### config.mk
export PLATFORM = sky130hd
export DESIGN_NAME = imem_boot_loader
export DESIGN_NICKNAME = d
export VERILOG_FILES = /design/src/rtl/imem_boot_loader.sv
export SDC_FILE = /design/constraint.sdc
export NUM_CORES = 1
export LEC_CHECK = 0
export CAP_MARGIN = 20
export CORE_MARGIN = 3
export CORE_UTILIZATION = 43
export CTS_BUF_LIST = sky130_fd_sc_hd__clkbuf_4
export DETAILED_ROUTE_END_ITERATION = 6
export PLACE_DENSITY = 0.82
export SETUP_SLACK_MARGIN = 0.4
export SLEW_MARGIN = 10
export SYNTH_ARGS = -nofsm -noshare
export SYNTH_HDL_FRONTEND = slang
export SYNTH_SLANG_ARGS = --single-unit
### constraint.sdc
create_clock -name i_clk -period 1.96 [get_ports i_clk]
set_input_delay 0.49 -clock i_clk [delete_from_list [all_inputs] [get_ports i_clk]]
set_output_delay 0.49 -clock i_clk [all_outputs]
set_load 0.01 [all_outputs]
### src/rtl/imem_boot_loader.sv
// Boot-time program loader: streams 32-bit words from a boot source into the
// instruction memory, then releases memory ready and, after a delay, CPU run.
module imem_boot_loader #(
  parameter int MAX_WORDS   = 256,
  parameter int CNT_W       = 9,
  parameter int START_DELAY = 2
) (
  input  logic             i_clk,
  input  logic             i_rst_n,
  input  logic             i_boot_start,
  input  logic             i_src_valid,
  input  logic [31:0]      i_src_data,
  input  logic             i_src_last,
  output logic             o_src_ready,
  output logic [31:0]      o_mem_store,
  output logic             o_mem_load,
  output logic [31:0]      o_mem_wr_addr,
  output logic             o_mem_ready,
  output logic             o_cpu_run,
  output logic [CNT_W-1:0] o_words_loaded,
  output logic             o_overflow
);

  typedef enum logic [2:0] {S_IDLE, S_LOAD, S_FINISH, S_RUN, S_ERR} state_t;

  localparam logic [CNT_W-1:0] LAST_IDX = CNT_W'(MAX_WORDS - 1);
  localparam logic [3:0]       DLY_END  = 4'(START_DELAY - 1);
  localparam logic [3:0]       DLY_MAX  = 4'(START_DELAY);

  state_t           r_state, w_state_nxt;
  logic             w_xfer;
  logic             w_last_slot;
  logic [31:0]      r_mem_store;
  logic [31:0]      r_mem_wr_addr;
  logic             r_mem_load;
  logic             r_mem_ready;
  logic             r_cpu_run;
  logic             r_overflow;
  logic [CNT_W-1:0] r_words_loaded;
  logic [3:0]       r_dly;

  assign w_xfer      = i_src_valid & o_src_ready;
  assign w_last_slot = (r_words_loaded == LAST_IDX);

  always_ff @(posedge i_clk or negedge i_rst_n) begin
    if (!i_rst_n) r_state <= S_IDLE;
    else          r_state <= w_state_nxt;
  end

  // A word without src_last that fills the last slot is an overflow; src_last wins.
  always_comb begin
    w_state_nxt = r_state;
    unique case (r_state)
      S_IDLE:   if (i_boot_start) w_state_nxt = S_LOAD;
      S_LOAD: begin
        if (w_xfer) begin
          if (i_src_last)       w_state_nxt = S_FINISH;
          else if (w_last_slot) w_state_nxt = S_ERR;
        end
      end
      S_FINISH: w_state_nxt = S_RUN;
      default:  w_state_nxt = r_state;
    endcase
  end

  always_comb begin
    o_src_ready = (r_state == S_LOAD);
  end

  always_ff @(posedge i_clk or negedge i_rst_n) begin
    if (!i_rst_n) begin
      r_mem_store    <= '0;
      r_mem_wr_addr  <= '0;
      r_mem_load     <= 1'b0;
      r_words_loaded <= '0;
      r_mem_ready    <= 1'b0;
      r_overflow     <= 1'b0;
      r_dly          <= '0;
      r_cpu_run      <= 1'b0;
    end else begin
      r_mem_load <= w_xfer;
      if (w_xfer) begin
        r_mem_store    <= i_src_data;
        r_mem_wr_addr  <= 32'({r_words_loaded, 2'b00});
        r_words_loaded <= r_words_loaded + CNT_W'(1);
      end
      r_mem_ready <= (w_state_nxt == S_RUN);
      r_overflow  <= (w_state_nxt == S_ERR);
      // Delay counter saturates once cpu_run has been released.
      if (r_state == S_RUN && r_dly != DLY_MAX) r_dly <= r_dly + 4'd1;
      if (r_state == S_RUN && r_dly == DLY_END) r_cpu_run <= 1'b1;
    end
  end

  assign o_mem_store    = r_mem_store;
  assign o_mem_wr_addr  = r_mem_wr_addr;
  assign o_mem_load     = r_mem_load;
  assign o_words_loaded = r_words_loaded;
  assign o_mem_ready    = r_mem_ready;
  assign o_cpu_run      = r_cpu_run;
  assign o_overflow     = r_overflow;

endmodule

==> results of run 1 <==
-- metrics by stage --
| step | hold WS, ns | std cells | area [µm²] |
|---|---|---|---|
| floorplan | 0.194 | 211 | 2720 |
| global placement | 0.456 | 353 | 3580 |
| detailed placement | 0.458 | 353 | 3580 |
| CTS | 0.0111 | 378 | 3800 |
| global route | 0.528 | 383 | 3700 |
| finish | 0.508 | 383 | 3700 |
-- layer usage --
layer / share of wire (%) / routed length, µm / vias to the layer above
met5: 0 / 0 / -
met2: 51 / 2970 / 71
met4: 0.93 / 54 / 0
met3: 6.8 / 392 / 7
met1: 41 / 2390 / 897
li1: - / - / 834
-- logic make-up (layout without fill, tap and decap cells) --
kind of cell | after synthesis | after routing | share of synthesized area [%]
compound gates | 9 | 9 | 2.14
simple gates | 30 | 30 | 7.36
xor+xnor | 10 | 10 | 3.32
other cells | 1 | 23 | 0.142
buf+inv | 32 | 132 | 8.54
mux | 41 | 41 | 18.2
flops | 61 | 61 | 57.9
fa+ha+maj | 5 | 5 | 2.37
-- power by group --
group	switching [mW]	internal [mW]	leakage, nW
clock network	0.407	0.358	0.0626
logic	0.864	1.06	1.03
registers	0.269	1.75	0.737
total	1.54	3.17	1.83
-- state kept, by name, summed over array words and instances (netlist names) --
signal          cells
o_mem_store        32
o_mem_wr_addr       9
o_words_loaded      9
r_dly               4
r_state             3
o_cpu_run           1
o_mem_load          1
o_mem_ready         1
o_overflow          1
-- worst paths after layout --
check,endpoint
worst max-delay path,o_src_ready
max in group asynchronous,r_state[0]
min in group asynchronous,o_mem_store[11]
worst min register to register,o_mem_store[20]
worst min-delay path,o_mem_store[20]
worst max register to register,o_mem_store[16]
-- critical path, delay by kind of cell, from the launching register on --
family,cells,cell delay (ns)
buf+inv,1,0.16
flops,1,0.39
simple gates,1,0.22
-- cell type report --
type / instances / area share (%)
Multi-Input combinational cell: 118 / 27.4
Inverter: 4 / 0.406
Clock buffer: 9 / 1.82
Tap cell: 72 / 2.43
Sequential cell: 61 / 41.3
Timing Repair Buffer: 115 / 25.4
Clock inverter: 4 / 1.15
-- Yosys cell counts (3+ instances only) --
| cell | count |
|---|---|
| ha_1 | 5 |
| a21oi_1 | 3 |
| xor2_1 | 3 |
| nor2_1 | 5 |
| dfrtp_1 | 61 |
| inv_1 | 3 |
| buf_2 | 3 |
| buf_4 | 23 |
| nand4_1 | 4 |
| nand3_1 | 3 |
| nand2_1 | 6 |
| mux2_4 | 5 |
| xnor2_1 | 7 |
| mux2_2 | 36 |
-- what timing repair did --
action | CTS | global route
hold endpoints to repair | 0 | 2
setup buffers | 12 | 1
hold buffers | 0 | 1
gates cloned | 0 | 3
setup endpoints to repair | 57 | 52
gates resized for setup | 120 | 59
pin swaps | 1 | 9
==> out/qor.txt, run 1 <==
Met3 usage - 7.85%
Multi-input gate area - 1010 µm²
Largest area contributor in the netlist - dfrtp_1
Skew final - 0.0115 ns
Die ar. - 7110 µm²
Starting Density - 46.2%
Register area share after synthesis - 57.9%
WS Path Type - reg -> out
Layout area overhead - 40.4%
Clk Latency, worst-skew pair - 0.39 ns
CP arrival - 1.15 ns
Worst setup margin - 0.318 ns
Final ANT Viol Nets - 0
Post-synth top area share - 57.9%
R2r setup slk - 0.33 ns
Fin. max-slew vios - 0
Slowest stage delay, CP - 0.39 ns
GPL Wtd Cong - 0.797
Crit path required time - 1.47 ns
Fin crit share - 83.8%
Commonest cells after routing, fill and taps aside - 58 x dfrtp_1, 42 x clkbuf_2, 36 x mux2_2
Max Fclk - 0.609 GHz
Overall Power - 4.71 mW
Final setup TNS - 0 ns
Antenna violations before repair - 0
Die Height - 84.3 µm
Static leakage - 1.83 nW
Largest net degree at the start of global routing - 35
Die Width - 84.3 µm
Tmin final - 1.64 ns
Worst Setup SP - r_state[1]
FF+latch count, synth - 61
Ant diodes - 0
Routed WL per cell - 15.2 µm
R2R Path Start - r_state[1]
Clock Tree Buf Depth - 2
GRT Total Usage - 16.6%
Cts bufs inserted - 9
Reg area - 1530 µm²
Worst Setup End Kind - output pin
Crit path launch type - flop
CTS tree - done
Hold Violations, Final - 0
Most Used Layer, Global Route - met2
RSZ-0062 raised after global routing - yes
Initial drt markers - 37
Outcome - completed
Avg Cell Area, Syn - 13.9 µm²
CTS H-tree depth - 3
Input/output buffers - 91
Vias per cell - 4.72
Root Driver - clkbuf_4
Share of cells above drive strength 1 - 44.4%
Filler cell count - 461
Final net count - 351
MaxCap Viol Count - 0
Pwr dens - 1270 nW/µm²
Yosys warns - 0
Post-synth EDFFs - 0
Syn Inst Count - 189
Drt first pass iters - 4
Clock transition at the registers of the reported paths - 0.08 ns
Post-Route WL - 5.81 mm
Vias in the first global route - 1886
Hold Path Origin - o_mem_store[20]
Worst vdd ir - 678 µV
Final core occ - 64.8%
Ports - 115
Crit-path cells - nor3b_2 -> buf_2
Vias - 1809
Place WS - 0.0728 ns
Hold depth - 1
Slowest cell on crit path - dfrtp_1
Met2 GRT Util - 27.5%
Final setup fails - 0
Crit path max fanout - 2
First-pass GRT wire length - 9.22 mm
DRC viols - 0
Synth unique cells - 31
Most common cell after layout, fill and taps aside - dfrtp_1
M1 GR Usage - 19.8%
Row cnt - 27
Top FF cell, synth - dfrtp_1
Std-Cell Core Area - 5710 µm²
Path depth of the worst reg2reg path - 5
Mapped cell area - 2640 µm²
Ys async rst share - 100%
HP Class - reg -> reg
Clock sinks - 61
Area contributors post-synth - dfrtp_1 58%, mux2_2 15%, buf_4 6.5%, mux2_4 2.8%, ha_1 2.4%
DPL Wire Length - 3.92 mm
Grt total ovfl - 0
No activity file was read; power rests on OpenSTA's default activity.
==> inputs of run 2 (changes only) <==
--- a/config.mk
+++ b/config.mk
@@ -7,10 +7,10 @@
 export LEC_CHECK = 0
 export CAP_MARGIN = 20
 export CORE_MARGIN = 3
-export CORE_UTILIZATION = 43
+export CORE_UTILIZATION = 39
 export CTS_BUF_LIST = sky130_fd_sc_hd__clkbuf_4
 export DETAILED_ROUTE_END_ITERATION = 6
-export PLACE_DENSITY = 0.82
+export PLACE_DENSITY = 0.78
 export SETUP_SLACK_MARGIN = 0.4
 export SLEW_MARGIN = 10
 export SYNTH_ARGS = -nofsm -noshare
==> constraint.sdc (replaced) <==
create_clock -name i_clk -period 1.5 [get_ports i_clk]
set_input_delay 0.375 -clock i_clk [delete_from_list [all_inputs] [get_ports i_clk]]
set_output_delay 0.375 -clock i_clk [all_outputs]
set_load 0.01 [all_outputs]
==> run 2 against run 1 <==
  * The run now ends with setup timing left
  * Hold slack lost 0.054 ns
  * Via count grew 3.7%
  * Clock skew shrank 0.0032 ns
  * Sequential share of layout area shrank 3.3 points
  * Worst setup slack lost 0.35 ns
  * Sequential power grew 33%
  * Total power grew 49%
  * Global-route usage shrank 1.2 points
  * Core utilization shrank 2.5 points
  * Register-to-register slack lost 0.36 ns
  * Critical path depth grew 3
==> out/qor.txt, run 2 (same netlist as run 1, synthesis figures left out) <==
Outcome - finished, violations left (was completed)
Failing checks - setup timing
MaxCap Viol Count - 0 (unchanged)
Worst Setup SP - r_state[1] (unchanged)
Final net count - 374 (was 351)
Share of cells above drive strength 1 - 54.3% (was 44.4%)
Tmin final - 1.53 ns
Static leakage - 2.01 nW (was 1.83 nW)
Final hold slack - 0.454 ns (was 0.508 ns)
Final Non-Filler Cells - 414 (was 383)
Path depth of the worst reg2reg path - 5 (unchanged)
Worst setup margin - -0.0291 ns (was 0.318 ns)
Commonest cells after routing, fill and taps aside - 58 x dfrtp_1, 41 x buf_2, 37 x buf_4 (was 58 x dfrtp_1, 42 x clkbuf_2, 36 x mux2_2)
Fin. max-slew vios - 0 (unchanged)
Die ar. - 7780 µm² (was 7110 µm²)
Root Driver - clkbuf_4 (unchanged)
Ant diodes - 0 (unchanged)
Crit path launch type - flop (unchanged)
Slowest cell on crit path - dfrtp_1 (unchanged)
Vias - 1876 (was 1809)
Initial drt markers - 60 (was 37)
Stages on worst setup path - 5 (was 2)
First-pass GRT wire length - 9.16 mm (was 9.22 mm)
Die Height - 88.2 µm (was 84.3 µm)
Clock sinks - 61 (unchanged)
Largest delay share family, worst path - simple AND/OR/NAND/NOR gates (was flip-flops)
Worst Setup End Kind - flop (was output pin)
R2R Path Start - r_state[1] (unchanged)
Filler cell count - 531 (was 461)
Dpl cells - 372 (was 353)
HP Class - in -> async (was reg -> reg)
Std-Cell Core Area - 6460 µm² (was 5710 µm²)
Cts bufs inserted - 9 (unchanged)
Slowest stage delay, CP - 0.41 ns (was 0.39 ns)
Crit path max fanout - 29 (was 2)
GRT Total Usage - 15.5% (was 16.6%)
Final ANT Viol Nets - 0 (unchanged)
Antenna violations before repair - 0 (unchanged)
Input/output buffers - 91 (unchanged)
Worst setup endpoint - o_words_loaded[7] (was o_src_ready)
Max reg flops - 32 (unchanged)
Final setup fails - 3 (was 0)
Clock Tree Buf Depth - 2 (unchanged)
R2r setup slk - -0.03 ns (was 0.33 ns)
Reg2reg end - o_words_loaded[7] (was o_mem_store[16])
Vias in the first global route - 1972 (was 1886)
Vias per cell - 4.53 (was 4.72)
GPL Wtd Cong - 0.691 (was 0.797)
Die Width - 88.2 µm (was 84.3 µm)
Layout area overhead - 52.7% (was 40.4%)
Design area - 4030 µm² (was 3700 µm²)
Worst vdd ir - 803 µV (was 678 µV)
Clk Latency, worst-skew pair - 0.39 ns (about the same)
Routed WL per cell - 14.4 µm (was 15.2 µm)
Grt total ovfl - 0 (unchanged)
WS Path Type - reg -> reg (was reg -> out)
Fin crit share - 102%
Starting Density - 40.8% (was 46.2%)
Crit-path cells - buf_4 -> nand4bb_4 -> buf_12 -> nor3_4 -> xor2_1 (was nor3b_2 -> buf_2)
Clock transition at the registers of the reported paths - 0.10 ns (was 0.08 ns)
CP arrival - 1.84 ns (was 1.15 ns)
Drt first pass iters - 3 (was 4)
Pwr dens - 1740 nW/µm² (was 1270 nW/µm²)
Placed Area - 3750 µm² (was 3580 µm²)
Most common cell after layout, fill and taps aside - dfrtp_1 (unchanged)
Row cnt - 29 (was 27)
Post-Route WL - 5.98 mm (was 5.81 mm)
Crit path required time - 1.81 ns (was 1.47 ns)
RSZ-0062 raised after global routing - yes (unchanged)
Skew final - 0.00827 ns (was 0.0115 ns)
CTS tree - done (unchanged)
Hold Violations, Final - 0 (unchanged)
DPL Wire Length - 4.19 mm (was 3.92 mm)
Ports - 115 (unchanged)
Max Fclk - 0.654 GHz
CTS H-tree depth - 3 (unchanged)
DRC viols - 0 (unchanged)
Largest net degree at the start of global routing - 30 (was 35)
CP Buf/Inv Count - 2 (was 1)
Overall Power - 6.99 mW (was 4.71 mW)
-- run 2: stage by stage --
stage / TNS (ns) / worst slack, ns / utilization, %
floorplan: 0 / 0.139 / -
global placement: -10.25 / -0.232 / 58.0
detailed placement: -11.38 / -0.270 / 58.0
CTS: -0.0237 / -0.0237 / 59.9
global route: -0.583 / -0.0726 / 62.3
finish: -0.0610 / -0.0291 / 62.3
-- run 2: worst min path at each step --
stage | slack [ns] | endpoint | startpoint
global route | 0.48 | o_mem_wr_addr[2] | i_rst_n
floorplan | 0.08 | o_cpu_run | i_rst_n
finish | 0.45 | o_mem_wr_addr[2] | i_rst_n
global placement | 0.32 | o_mem_ready | i_rst_n
CTS | 0.44 | o_mem_wr_addr[2] | i_rst_n
detailed placement | 0.32 | o_overflow | i_rst_n
-- run 2: power breakdown --
part	leakage [nW]	switching (mW)	total, mW	internal [mW]
clock network	0.0906	0.571	1.28	0.707
logic	1.18	1.22	3.03	1.81
registers	0.737	0.399	2.69	2.29
-- run 2: layout make-up --
| class | count | area (µm²) | area share [%] |
|---|---|---|---|
| clock buffer | 11 | 82.6 | 2.05 |
| tap | 77 | 96.3 | 2.39 |
| sequential | 61 | 1530 | 38.0 |
| timing repair buffer | 138 | 1150 | 28.5 |
| inverter | 4 | 22.5 | 0.560 |
| clock inverter | 5 | 75.1 | 1.87 |
| multi-input combinational | 118 | 1070 | 26.6 |
-- run 2: per-layer routing --
metal	global-route usage (%)	share of wire [%]	up-vias
met2	26.2	50	70
li1	-	-	888
met3	3.54	7.4	6
met1	18.9	41	912
met5	0	0	-
met4	6.73	0.87	0
-- run 2: repair_timing --
action                     in CTS  in global routing
pin swaps                       6                  2
hold buffers                    1                  0
setup endpoints to repair     115                115
setup buffers                  14                 11
gates resized for setup       249                 14
hold endpoints to repair       13                  0
==> inputs of run 3 (changes only) <==
--- a/config.mk
+++ b/config.mk
@@ -5,12 +5,13 @@
 export SDC_FILE = /design/constraint.sdc
 export NUM_CORES = 1
 export LEC_CHECK = 0
+export ABC_AREA = 1
 export CAP_MARGIN = 20
-export CORE_MARGIN = 3
-export CORE_UTILIZATION = 39
+export CORE_MARGIN = 2
+export CORE_UTILIZATION = 40
 export CTS_BUF_LIST = sky130_fd_sc_hd__clkbuf_4
 export DETAILED_ROUTE_END_ITERATION = 6
-export PLACE_DENSITY = 0.78
+export PLACE_DENSITY = 0.79
 export SETUP_SLACK_MARGIN = 0.4
 export SLEW_MARGIN = 10
 export SYNTH_ARGS = -nofsm -noshare
==> run 3 against run 2 <==
  * The run still ends with setup timing left
  * Total power shrank 56%
  * Core utilization grew 17 points
  * Clock power about the same
  * Sequential share of layout area decreased by 9.4 points
  * First-iteration DRC count is 140% higher
  * Global-route usage is 8.6 points higher
  * Clock skew up 0.0098 ns
  * Fmax is 4.3% lower
  * Final cell count grew 43%
  * Worst setup slack got worse by 0.069 ns
  * Largest power group is now registers
==> out/qor.txt, run 3 <==
Outcome - finished, violations left (unchanged)
Failing checks - setup timing (unchanged)
Final ANT Viol Nets - 0 (unchanged)
Design area - 5330 µm² (was 4030 µm²)
Drt first pass iters - 4 (was 3)
Worst vdd ir - 626 µV (was 803 µV)
Post-synth EDFFs - 0 (unchanged)
Top FF cell, synth - dfrtp_1 (unchanged)
Synth unique cells - 20 (was 31)
Commonest cells post-synth - 144 x nand2_1, 61 x dfrtp_1, 27 x buf_4 (was 61 x dfrtp_1, 36 x mux2_2, 23 x buf_4)
First-pass GRT wire length - 13.6 mm (was 9.16 mm)
Pwr dens - 583 nW/µm² (was 1740 nW/µm²)
HP Class - in -> reg (was in -> async)
Skew final - 0.0181 ns (was 0.00827 ns)
Path depth of the worst reg2reg path - 11 (was 5)
Vias in the first global route - 2726 (was 1972)
Crit path max fanout - 8 (was 29)
Largest area contributor in the netlist - dfrtp_1 (unchanged)
Tmin final - 1.60 ns (was 1.53 ns)
Die Height - 87.3 µm (was 88.2 µm)
Final net count - 551 (was 374)
Initial drt markers - 146 (was 60)
Yosys warns - 0 (unchanged)
Layout area overhead - 92.0% (was 52.7%)
Root Driver - clkbuf_4 (unchanged)
Share of cells above drive strength 1 - 59.1% (was 54.3%)
Final core occ - 78.9% (was 62.3%)
Placed Area - 3820 µm² (was 3750 µm²)
Hold Violations, Final - 0 (unchanged)
Vias per cell - 4.82 (was 4.53)
Worst setup margin - -0.0985 ns (was -0.0291 ns)
CP arrival - 1.91 ns (was 1.84 ns)
Ant diodes - 0 (unchanged)
Post-Route WL - 10.3 mm (was 5.98 mm)
Clock transition at the registers of the reported paths - 0.11 ns (was 0.10 ns)
DRC viols - 0 (unchanged)
Avg Cell Area, Syn - 8.79 µm² (was 13.9 µm²)
Worst setup endpoint - o_mem_store[21] (was o_words_loaded[7])
FF+latch count, synth - 61 (unchanged)
Mapped cell area - 2780 µm² (was 2640 µm²)
Ports - 115 (unchanged)
Final setup fails - 36 (was 3)
CTS tree - done (unchanged)
MaxCap Viol Count - 0 (unchanged)
Area contributors post-synth - dfrtp_1 55%, nand2_1 19%, buf_4 7.3%, inv_1 3.0%, ha_1 2.3% (was dfrtp_1 58%, mux2_2 15%, buf_4 6.5%, mux2_4 2.8%, ha_1 2.4%)
GPL Wtd Cong - 0.773 (was 0.691)
Fin. max-slew vios - 0 (unchanged)
CTS H-tree depth - 3 (unchanged)
Worst Setup SP - r_state[2] (was r_state[1])
Top-count cell post-synth - nand2_1 (was dfrtp_1)
Clock sinks - 61 (unchanged)
Clk Latency, worst-skew pair - 0.41 ns (was 0.39 ns)
Die ar. - 7630 µm² (was 7780 µm²)
Grt total ovfl - 0 (unchanged)
DPL Wire Length - 4.36 mm (was 4.19 mm)
RSZ-0062 raised after global routing - yes (unchanged)
Antenna violations before repair - 0 (unchanged)
Die Width - 87.3 µm (was 88.2 µm)
Reg2reg end - o_mem_store[21] (was o_words_loaded[7])
Input/output buffers - 91 (unchanged)
Register area share after synthesis - 55.0% (was 57.9%)
Filler cell count - 405 (was 531)
R2R Path Start - r_state[2] (was r_state[1])
Clock Tree Buf Depth - 2 (unchanged)
Final hold slack - 0.490 ns (was 0.454 ns)
WS Path Type - reg -> reg (unchanged)
Worst Setup End Kind - flop (unchanged)
Crit path launch type - flop (unchanged)
Cts bufs inserted - 9 (unchanged)
Largest net degree at the start of global routing - 62 (was 30)
Vias - 2859 (was 1876)
Static leakage - 2.91 nW (was 2.01 nW)
Row cnt - 30 (was 29)
Syn Inst Count - 316 (was 189)
GRT Total Usage - 24.0% (was 15.5%)
Post-synth top area share - 55.0% (was 57.9%)
Ys async rst share - 100% (unchanged)
Fin crit share - 107% (was 102%)
Max reg flops - 32 (unchanged)
Crit path required time - 1.81 ns (about the same)
Place WS - -0.154 ns (was -0.270 ns)
Most common cell after layout, fill and taps aside - nand2_2 (was dfrtp_1)
R2r setup slk - -0.1 ns (was -0.03 ns)
Starting Density - 41.1% (was 40.8%)
Max Fclk - 0.626 GHz (was 0.654 GHz)
Routed WL per cell - 17.4 µm (was 14.4 µm)
Std-Cell Core Area - 6760 µm² (was 6460 µm²)
Commonest cells after routing, fill and taps aside - 68 x nand2_2, 60 x dfrtp_1, 58 x buf_4 (was 58 x dfrtp_1, 41 x buf_2, 37 x buf_4)
[run 3: cell types whose count changed after synthesis, sizes merged, moves of 4 or more]
cell   previous run  this run
o21ai             2        16
mux2             41         0
nand2             6       146
nand3             3        10
nor2              5         9
buf              28        34
xnor2             7         2
inv               4        24
[run 3: critical path: stages (launching register included)]
cell	delay, ns
dfrtp_1	0.41
inv_2	0.09
nand2_4	0.06
nor2_4	0.12
buf_6	0.10
buf_6	0.10
nand2_8	0.10
buf_6	0.18
buf_12	0.12
buf_16	0.13
nand2_2	0.04
nand2_1	0.05
[run 3: worst min path at each step]
stage | from | endpoint | slack (ns) | depth (start not counted)
floorplan | i_rst_n | o_cpu_run | 0.08 | 0
finish | i_src_data[14] | o_mem_store[14] | 0.49 | 3
detailed placement | i_rst_n | o_mem_ready | 0.41 | 2
CTS | o_mem_store[27] | o_mem_store[27] | 0.48 | 2
global placement | i_rst_n | o_mem_ready | 0.40 | 2
global route | i_src_data[24] | o_mem_store[24] | 0.50 | 3
[run 3: where the power goes]
| group | switching (mW) | total (mW) | internal [mW] | leakage, nW |
|---|---|---|---|---|
| Sequential | 0 | 1.64 | 1.64 | 0.821 |
| Clock | 0.626 | 1.28 | 0.653 | 0.0830 |
| Combinational | 0.0919 | 0.183 | 0.0915 | 2.00 |
[run 3: metal layers]
layer,vias up,routed length [µm],GRT usage [%]
met5,-,0,0
met4,0,425,10.6
met3,33,536,4.36
met2,129,5710,44.6
met1,1385,3620,26.4
li1,1312,-,-
[run 3: repair_timing]
action                                  CTS  global route
pin swaps                                34            30
resized for setup                       351            89
endpoints found under the setup margin  114           116
cloned                                   13             0
buffers inserted                         40            29
hold buffers                              1             0
hold endpoints to repair                 61             0
[run 3: kinds of logic (layout without fill, tap and decap cells)]
kind of cell	Yosys count	count (layout)	synth area share (%)
adder cells (fa/ha/maj)	5	5	2.25
flip-flops	61	61	55.0
AND/OR/NAND/NOR	167	167	23.6
other	1	23	0.135
XOR/XNOR	7	7	2.21
buffers and inverters	58	233	12.9
AO/OA/AOI/OAI	17	17	3.87
[run 3: through the flow]
step	TNS, ns	total power, mW	cells
final	-1.32	3.11	593
after global routing	-5.35	3.21	593
after global placement	-0.142	1.84	495
after CTS	-0.564	3.08	564
after detailed placement	-0.644	1.84	495
after floorplan	-0.0431	1.75	338
[run 3: layout make-up]
class | instances | area, µm² | area share [%]
clock inverters | 6 | 78.8 | 1.48
flip-flops and latches | 61 | 1530 | 28.6
well taps | 80 | 100 | 1.88
repair buffers | 194 | 1930 | 36.2
inverters | 24 | 105 | 1.97
clock buffers | 9 | 67.6 | 1.27
multi-input cells | 219 | 1520 | 28.6
